File: src/rtl/wb_master_arbiter_pkg.sv
// Shared Wishbone bus types and arbiter constants for the two-master SoC bus.
// Imported by the arbiter top and its bus watchdog.
package wb_master_arbiter_pkg;

  typedef struct packed {
    logic        a_cyc;
    logic        a_stb;
    logic        a_we;
    logic [3:0]  a_sel;
    logic [31:0] a_adr;
    logic [31:0] a_dat;
  } wb_h2d_t;

  typedef struct packed {
    logic        d_ack;
    logic [31:0] d_dat;
  } wb_d2h_t;

  typedef enum logic [1:0] {
    ARB_IDLE,
    ARB_OWN0,
    ARB_OWN1
  } arb_state_t;

  localparam logic [31:0] WB_TIMEOUT_DATA   = 32'hDEAD_BEEF;
  localparam int          WB_TIMEOUT_CYCLES = 255;

  // Counter width able to hold 0..timeout inclusive.
  function automatic int wd_width(input int timeout);
    return $clog2(timeout + 1);
  endfunction

endpackage

File: src/rtl/wb_master_arbiter_watchdog.sv
// Bus watchdog: counts strobe cycles left unacknowledged by the slave and
// raises a one-cycle termination pulse after TIMEOUT_CYCLES of them.
module wb_bus_watchdog
  import wb_master_arbiter_pkg::*;
#(
  parameter int TIMEOUT_CYCLES = WB_TIMEOUT_CYCLES
) (
  input  logic clk,
  input  logic rst,
  input  logic en,
  input  logic cyc,
  input  logic stb,
  input  logic ack,
  output logic term
);

  localparam int            CW   = wd_width(TIMEOUT_CYCLES);
  localparam logic [CW-1:0] LAST = CW'(TIMEOUT_CYCLES - 1);

  logic [CW-1:0] count;
  logic          waiting;
  logic          expire;

  // The termination cycle itself never counts: the slave sees no strobe then.
  assign waiting = en & cyc & stb & ~ack & ~term;
  assign expire  = waiting & (count == LAST);

  always_ff @(posedge clk or posedge rst) begin
    if (rst) begin
      count <= '0;
      term  <= 1'b0;
    end else begin
      term <= expire;
      if (!waiting || expire) count <= '0;
      else                    count <= count + 1'b1;
    end
  end

endmodule

File: src/rtl/wb_master_arbiter.sv
// Two-master round-robin Wishbone arbiter (CPU data port vs. UART SRAM loader)
// with burst-locked grants and a watchdog that error-terminates stalled cycles.
module wb_master_arbiter
  import wb_master_arbiter_pkg::*;
#(
  parameter int          TIMEOUT_CYCLES = WB_TIMEOUT_CYCLES,
  parameter logic [31:0] TIMEOUT_DATA   = WB_TIMEOUT_DATA
) (
  input  logic       clk_i,
  input  logic       rst_i,
  input  wb_h2d_t    m0_i,
  output wb_d2h_t    m0_o,
  input  wb_h2d_t    m1_i,
  output wb_d2h_t    m1_o,
  output wb_h2d_t    s_o,
  input  wb_d2h_t    s_i,
  output logic [1:0] grant_o,
  output logic       timeout_o
);

  arb_state_t state;
  logic [1:0] grant;
  logic       last_owner;
  wb_h2d_t    owner_req;
  logic       term;

  // Arbiter FSM: IDLE always separates two ownerships, so handoff costs one cycle.
  always_ff @(posedge clk_i or posedge rst_i) begin
    if (rst_i) begin
      state      <= ARB_IDLE;
      grant      <= 2'b00;
      last_owner <= 1'b1;
    end else begin
      case (state)
        ARB_IDLE: begin
          if (m0_i.a_cyc && (!m1_i.a_cyc || last_owner)) begin
            state <= ARB_OWN0;
            grant <= 2'b01;
          end else if (m1_i.a_cyc) begin
            state <= ARB_OWN1;
            grant <= 2'b10;
          end
        end
        ARB_OWN0: begin
          if (!m0_i.a_cyc) begin
            state      <= ARB_IDLE;
            grant      <= 2'b00;
            last_owner <= 1'b0;
          end
        end
        ARB_OWN1: begin
          if (!m1_i.a_cyc) begin
            state      <= ARB_IDLE;
            grant      <= 2'b00;
            last_owner <= 1'b1;
          end
        end
        default: begin
          state <= ARB_IDLE;
          grant <= 2'b00;
        end
      endcase
    end
  end

  always_comb begin
    owner_req = '0;
    if (grant[0])      owner_req = m0_i;
    else if (grant[1]) owner_req = m1_i;
  end

  wb_bus_watchdog #(
    .TIMEOUT_CYCLES(TIMEOUT_CYCLES)
  ) u_watchdog (
    .clk  (clk_i),
    .rst  (rst_i),
    .en   (state != ARB_IDLE),
    .cyc  (owner_req.a_cyc),
    .stb  (owner_req.a_stb),
    .ack  (s_i.d_ack),
    .term (term)
  );

  // Request/response muxes are combinational from the registered grant, so an
  // async reset releases the bus in the same cycle; a late ack during termination is dropped.
  always_comb begin
    s_o = owner_req;
    if (term) s_o.a_stb = 1'b0;

    m0_o = '0;
    m1_o = '0;
    if (grant[0]) begin
      m0_o = s_i;
      if (term) begin
        m0_o.d_ack = 1'b1;
        m0_o.d_dat = TIMEOUT_DATA;
      end
    end else if (grant[1]) begin
      m1_o = s_i;
      if (term) begin
        m1_o.d_ack = 1'b1;
        m1_o.d_dat = TIMEOUT_DATA;
      end
    end
  end

  assign grant_o   = grant;
  assign timeout_o = term;

endmodule

File: config.mk
export PLATFORM = sky130hd
export DESIGN_NAME = wb_master_arbiter
export DESIGN_NICKNAME = d
export VERILOG_FILES = /design/src/rtl/wb_master_arbiter_pkg.sv /design/src/rtl/wb_master_arbiter_watchdog.sv /design/src/rtl/wb_master_arbiter.sv
export SDC_FILE = /design/constraint.sdc
export NUM_CORES = 1
export LEC_CHECK = 0
export ABC_CLOCK_PERIOD_IN_PS = 2000
export CORE_AREA = 2 2 122 124
export DETAILED_ROUTE_END_ITERATION = 16
export DIE_AREA = 0 0 124 126
export GPL_TIMING_DRIVEN = 0
export SYNTH_ARGS = -nofsm -noshare
export SYNTH_HDL_FRONTEND = slang
export SYNTH_HIERARCHICAL = 1
export SYNTH_SLANG_ARGS = --single-unit
File: constraint.sdc
create_clock -name clk_i -period 2 [get_ports clk_i]
set_clock_uncertainty 0.1 [all_clocks]
set_input_delay 0.4 -clock clk_i [delete_from_list [all_inputs] [get_ports clk_i]]
set_output_delay 0.4 -clock clk_i [all_outputs]
set_load 0.01 [all_outputs]
==> flow_summary.ini <==
[run_status]
outcome = complete, but fails checks
failed_checks = setup timing

[cells_and_area]
final_nets = 783
area_growth_syn_to_fin_pct = 157
ff_latch_area_um2 = 304
insertedDiodeCount = 0
multiInputGateArea_mm2 = 0.00147
n_fill_cell = 1422
layout-drive-gt1-share = 0.357

[clock_tree]
cts.htree.levels = 1
insertion_delay_ns = 0.25
cts.sinks = 12
hold_fix_buffers_cts = 0
cts.root.buffer_cell = sky130_fd_sc_hd__clkbuf_16
tritoncts_buffer_count = 3
clkSlewWorstSetupHoldPaths_ns = 0.04
tritoncts = built
clock_path_buffers = 2

[power_and_ir_drop]
irDropWorstVdd_uv = 397
power_frac_comb = 0.817
switching_power_of_the_nets_mw = 1.28
p_leak_nw = 3.00
power-per-cell-area_mw_per_mm2 = 598
power.internal_mw = 2.43
share_clk_of_total_power = 0.103
p_sw_frac = 0.345
p_seq_frac = 0.080

[critical_path]
timing_worst_setup_path_type = register to primary output
timing.rr.end = u_watchdog/count[5]
worstPathRequired_ns = 1.50
crit_fanout = 5
cp-end-kind = primary output
reg2reg_setup_slack_ns = 0.11
r2r.worst_path.cells = 9
cp_data_arrival_time_ns = 1.66
reg_to_reg_startpoint = grant_o[0]
crit_start = grant_o[0]
worst_setup_path_endpoint = m1_o[12]
kind_of_launch_point_of_the_worst_setup_path = register

[synth]
synth.cell_area_mm2 = 0.00241
post-synth-top-area-fraction = 0.258
syn_area_per_cell_um2 = 8.11
post_synth_main_area_contributors = sky130_fd_sc_hd__a22o_1 (26%), sky130_fd_sc_hd__buf_4 (22%), sky130_fd_sc_hd__o21a_1 (16%), sky130_fd_sc_hd__dfrtp_1 (11%), sky130_fd_sc_hd__and2_1 (4.2%)
synth.yosys.warnings = 6
postSynthRegisterBits = 12
postSynthNetCount = 476
post_synth_num_cell_types = 35
synth_top_cell_by_area = sky130_fd_sc_hd__a22o_1
yosysSeqAreaShare = 0.125
postSynthCellCount = 297

[global_routing]
vias_in_the_first_global_route = 3493
total_global_route_track_usage = 0.177
grt-ovfl-total = 0
grt_first_pass_wirelength_um = 21100
grt_max_degree = 11
antenna_found_initial = 0

[timing]
tightest_slew_ns = 0.369
remaining_max_slew_budget_at_the_tightest_pin = 0.753
hold-worst-slack_ns = 0.281
finalSetupViolations = 68
grt_setup_unrepaired = yes
post_layout_worst_setup_margin_ns = -0.160
setup-tns-final_ns = -5.08
hold_violations = 0
slew_viol_final = 0
final_min_period_over_clock_period = 1.08
timing.fmax_mhz = 463
post-route-min-period_ns = 2.16

[detailed_routing]
drt_first_iter_violations = 166
route.antenna.remaining_nets = 0
dr.pass1.iters = 4
wl_per_cell_um = 19.4
drc = 0
route.vias.total = 3471
routed_wirelength_um = 15300
detail_routed_via_count_per_cell = 4.41

[die]
fp.coreArea_mm2 = 0.0143
initial_utilization = 0.168
fp.dieW_um = 124
boundaryPins = 317
die_height_um = 126
num_rows = 44
floorplan.die_area_mm2 = 0.0156

[place]
place_congestion = 0.952
io_buffers = 316
worst_setup_slack_after_placement_ns = -0.719
place_hpwl_um = 12300

[hold_path]
worstHoldPathType = input port to asynchronous set/reset pin

[job]
cap_violations = 0
## final cells by class
class,instances,share of cell area
timing repair buffer,350,0.577
multi-input combinational,183,0.237
buffer,50,0.0846
sequential,12,0.0491
tap,184,0.0372
clock buffer,4,0.0127
inverter,4,0.00242
## worst max-delay path, cell delays in order, from the launching register on
cell and delay (ns):
sky130_fd_sc_hd__dfrtp_2 0.46, sky130_fd_sc_hd__nor2b_4 0.16, sky130_fd_sc_hd__buf_8 0.14, sky130_fd_sc_hd__buf_12 0.14
sky130_fd_sc_hd__buf_12 0.11, sky130_fd_sc_hd__buf_8 0.10, sky130_fd_sc_hd__o21a_1 0.16, sky130_fd_sc_hd__buf_2 0.14
## synth_stat cells
cell type / number
sky130_fd_sc_hd__a22o_1: 71
sky130_fd_sc_hd__buf_4: 71
sky130_fd_sc_hd__o21a_1: 51
sky130_fd_sc_hd__and2_1: 16
sky130_fd_sc_hd__clkbuf_1: 11
sky130_fd_sc_hd__dfrtp_1: 11
sky130_fd_sc_hd__buf_2: 10
sky130_fd_sc_hd__a21oi_1: 6
sky130_fd_sc_hd__buf_6: 6
sky130_fd_sc_hd__nor2_1: 5
sky130_fd_sc_hd__inv_1: 4
sky130_fd_sc_hd__nand2_1: 4
sky130_fd_sc_hd__a31oi_1: 3
sky130_fd_sc_hd__and3_2: 2
sky130_fd_sc_hd__ha_1: 2
sky130_fd_sc_hd__nand2b_1: 2
sky130_fd_sc_hd__nand3_1: 2
sky130_fd_sc_hd__nor2b_1: 2
sky130_fd_sc_hd__nor3_1: 2
sky130_fd_sc_hd__a211oi_1: 1
sky130_fd_sc_hd__a41o_1: 1
sky130_fd_sc_hd__and2b_1: 1
sky130_fd_sc_hd__dfstp_2: 1
sky130_fd_sc_hd__nand3b_1: 1
sky130_fd_sc_hd__nand4_1: 1
sky130_fd_sc_hd__nand4_4: 1
sky130_fd_sc_hd__nor3b_1: 1
sky130_fd_sc_hd__o211ai_1: 1
sky130_fd_sc_hd__o21ai_0: 1
sky130_fd_sc_hd__o21bai_1: 1
sky130_fd_sc_hd__o31ai_1: 1
sky130_fd_sc_hd__or2_2: 1
sky130_fd_sc_hd__or4_1: 1
sky130_fd_sc_hd__xnor2_1: 1
sky130_fd_sc_hd__xor2_1: 1
## cells by family after synthesis
| kind of cell | after synthesis | share of synthesized area |
|---|---|---|
| compound gates | 137 | 0.456 |
| xor+xnor | 2 | 0.00728 |
| fa+ha+maj | 2 | 0.0104 |
| buf+inv | 102 | 0.294 |
| flops | 12 | 0.125 |
| simple gates | 42 | 0.107 |
## metal layers
layer,track usage,vias up,wire [um]
met5,0,-,0
met4,0.0271,0,193
met3,0.0258,19,1190
met2,0.325,143,7970
met1,0.219,1665,5910
li1,-,1644,-
## sequential cells by signal, indices dropped and copies added (netlist names)
signal / flops
u_watchdog/count: 8
grant_o: 2
last_owner: 1
u_watchdog/term: 1
## layout by cell type (no fill, tap or decap), types with 2 or more instances in the layout
cell type	count
sky130_fd_sc_hd__a21oi_1	6
sky130_fd_sc_hd__a22o_1	68
sky130_fd_sc_hd__a22o_4	3
sky130_fd_sc_hd__a31oi_1	3
sky130_fd_sc_hd__and2_1	15
sky130_fd_sc_hd__buf_12	4
sky130_fd_sc_hd__buf_16	5
sky130_fd_sc_hd__buf_2	32
sky130_fd_sc_hd__buf_4	39
sky130_fd_sc_hd__buf_6	81
sky130_fd_sc_hd__buf_8	12
sky130_fd_sc_hd__clkbuf_16	8
sky130_fd_sc_hd__clkbuf_2	10
sky130_fd_sc_hd__clkbuf_8	5
sky130_fd_sc_hd__clkdlybuf4s15_1	3
sky130_fd_sc_hd__clkdlybuf4s50_1	179
sky130_fd_sc_hd__dfrtp_1	9
sky130_fd_sc_hd__dfrtp_2	2
sky130_fd_sc_hd__dlygate4sd2_1	10
sky130_fd_sc_hd__dlymetal6s2s_1	14
sky130_fd_sc_hd__ha_1	2
sky130_fd_sc_hd__inv_1	4
sky130_fd_sc_hd__nand2_1	3
sky130_fd_sc_hd__nand2b_1	2
sky130_fd_sc_hd__nand3_1	2
sky130_fd_sc_hd__nor2_1	5
sky130_fd_sc_hd__nor3_2	2
sky130_fd_sc_hd__o21a_1	51
## how the worst min path moves through the flow
stage | end | cells past startpoint
5_1_grt | grant_o[1] | 2
2_1_floorplan | grant_o[0] | 1
4_1_cts | grant_o[1] | 2
3_3_place_gp | grant_o[1] | 1
3_5_place_dp | grant_o[1] | 1
6_report | grant_o[1] | 2
## what timing repair did
action / in CTS / in global routing
pin swaps: 3 / 45
setup endpoints to repair: 137 / 136
gates cloned: 5 / 5
gates resized for setup: 489 / 144
setup buffers: 11 / 14
## power by group through the flow
stage | Sequential [mW] | Clock (mW) | Combinational (mW)
after floorplan | 0.295 | 0 | 1.29
after global placement | 0.296 | 0 | 2.71
after detailed placement | 0.297 | 0 | 2.73
after CTS | 0.291 | 0.384 | 2.85
after global routing | 0.299 | 0.399 | 3.22
final | 0.296 | 0.381 | 3.03
## metrics by stage
| stage | instances | cell area, um2 | utilization | power [mW] |
|---|---|---|---|---|
| floorplan | 297 | 2410 | - | 1.58 |
| global placement | 797 | 5800 | 0.405 | 3.01 |
| detailed placement | 797 | 5800 | 0.405 | 3.03 |
| CTS | 817 | 6000 | 0.419 | 3.52 |
| global route | 787 | 6200 | 0.433 | 3.91 |
| finish | 787 | 6200 | 0.433 | 3.71 |
(Power assumes the default switching activity.)
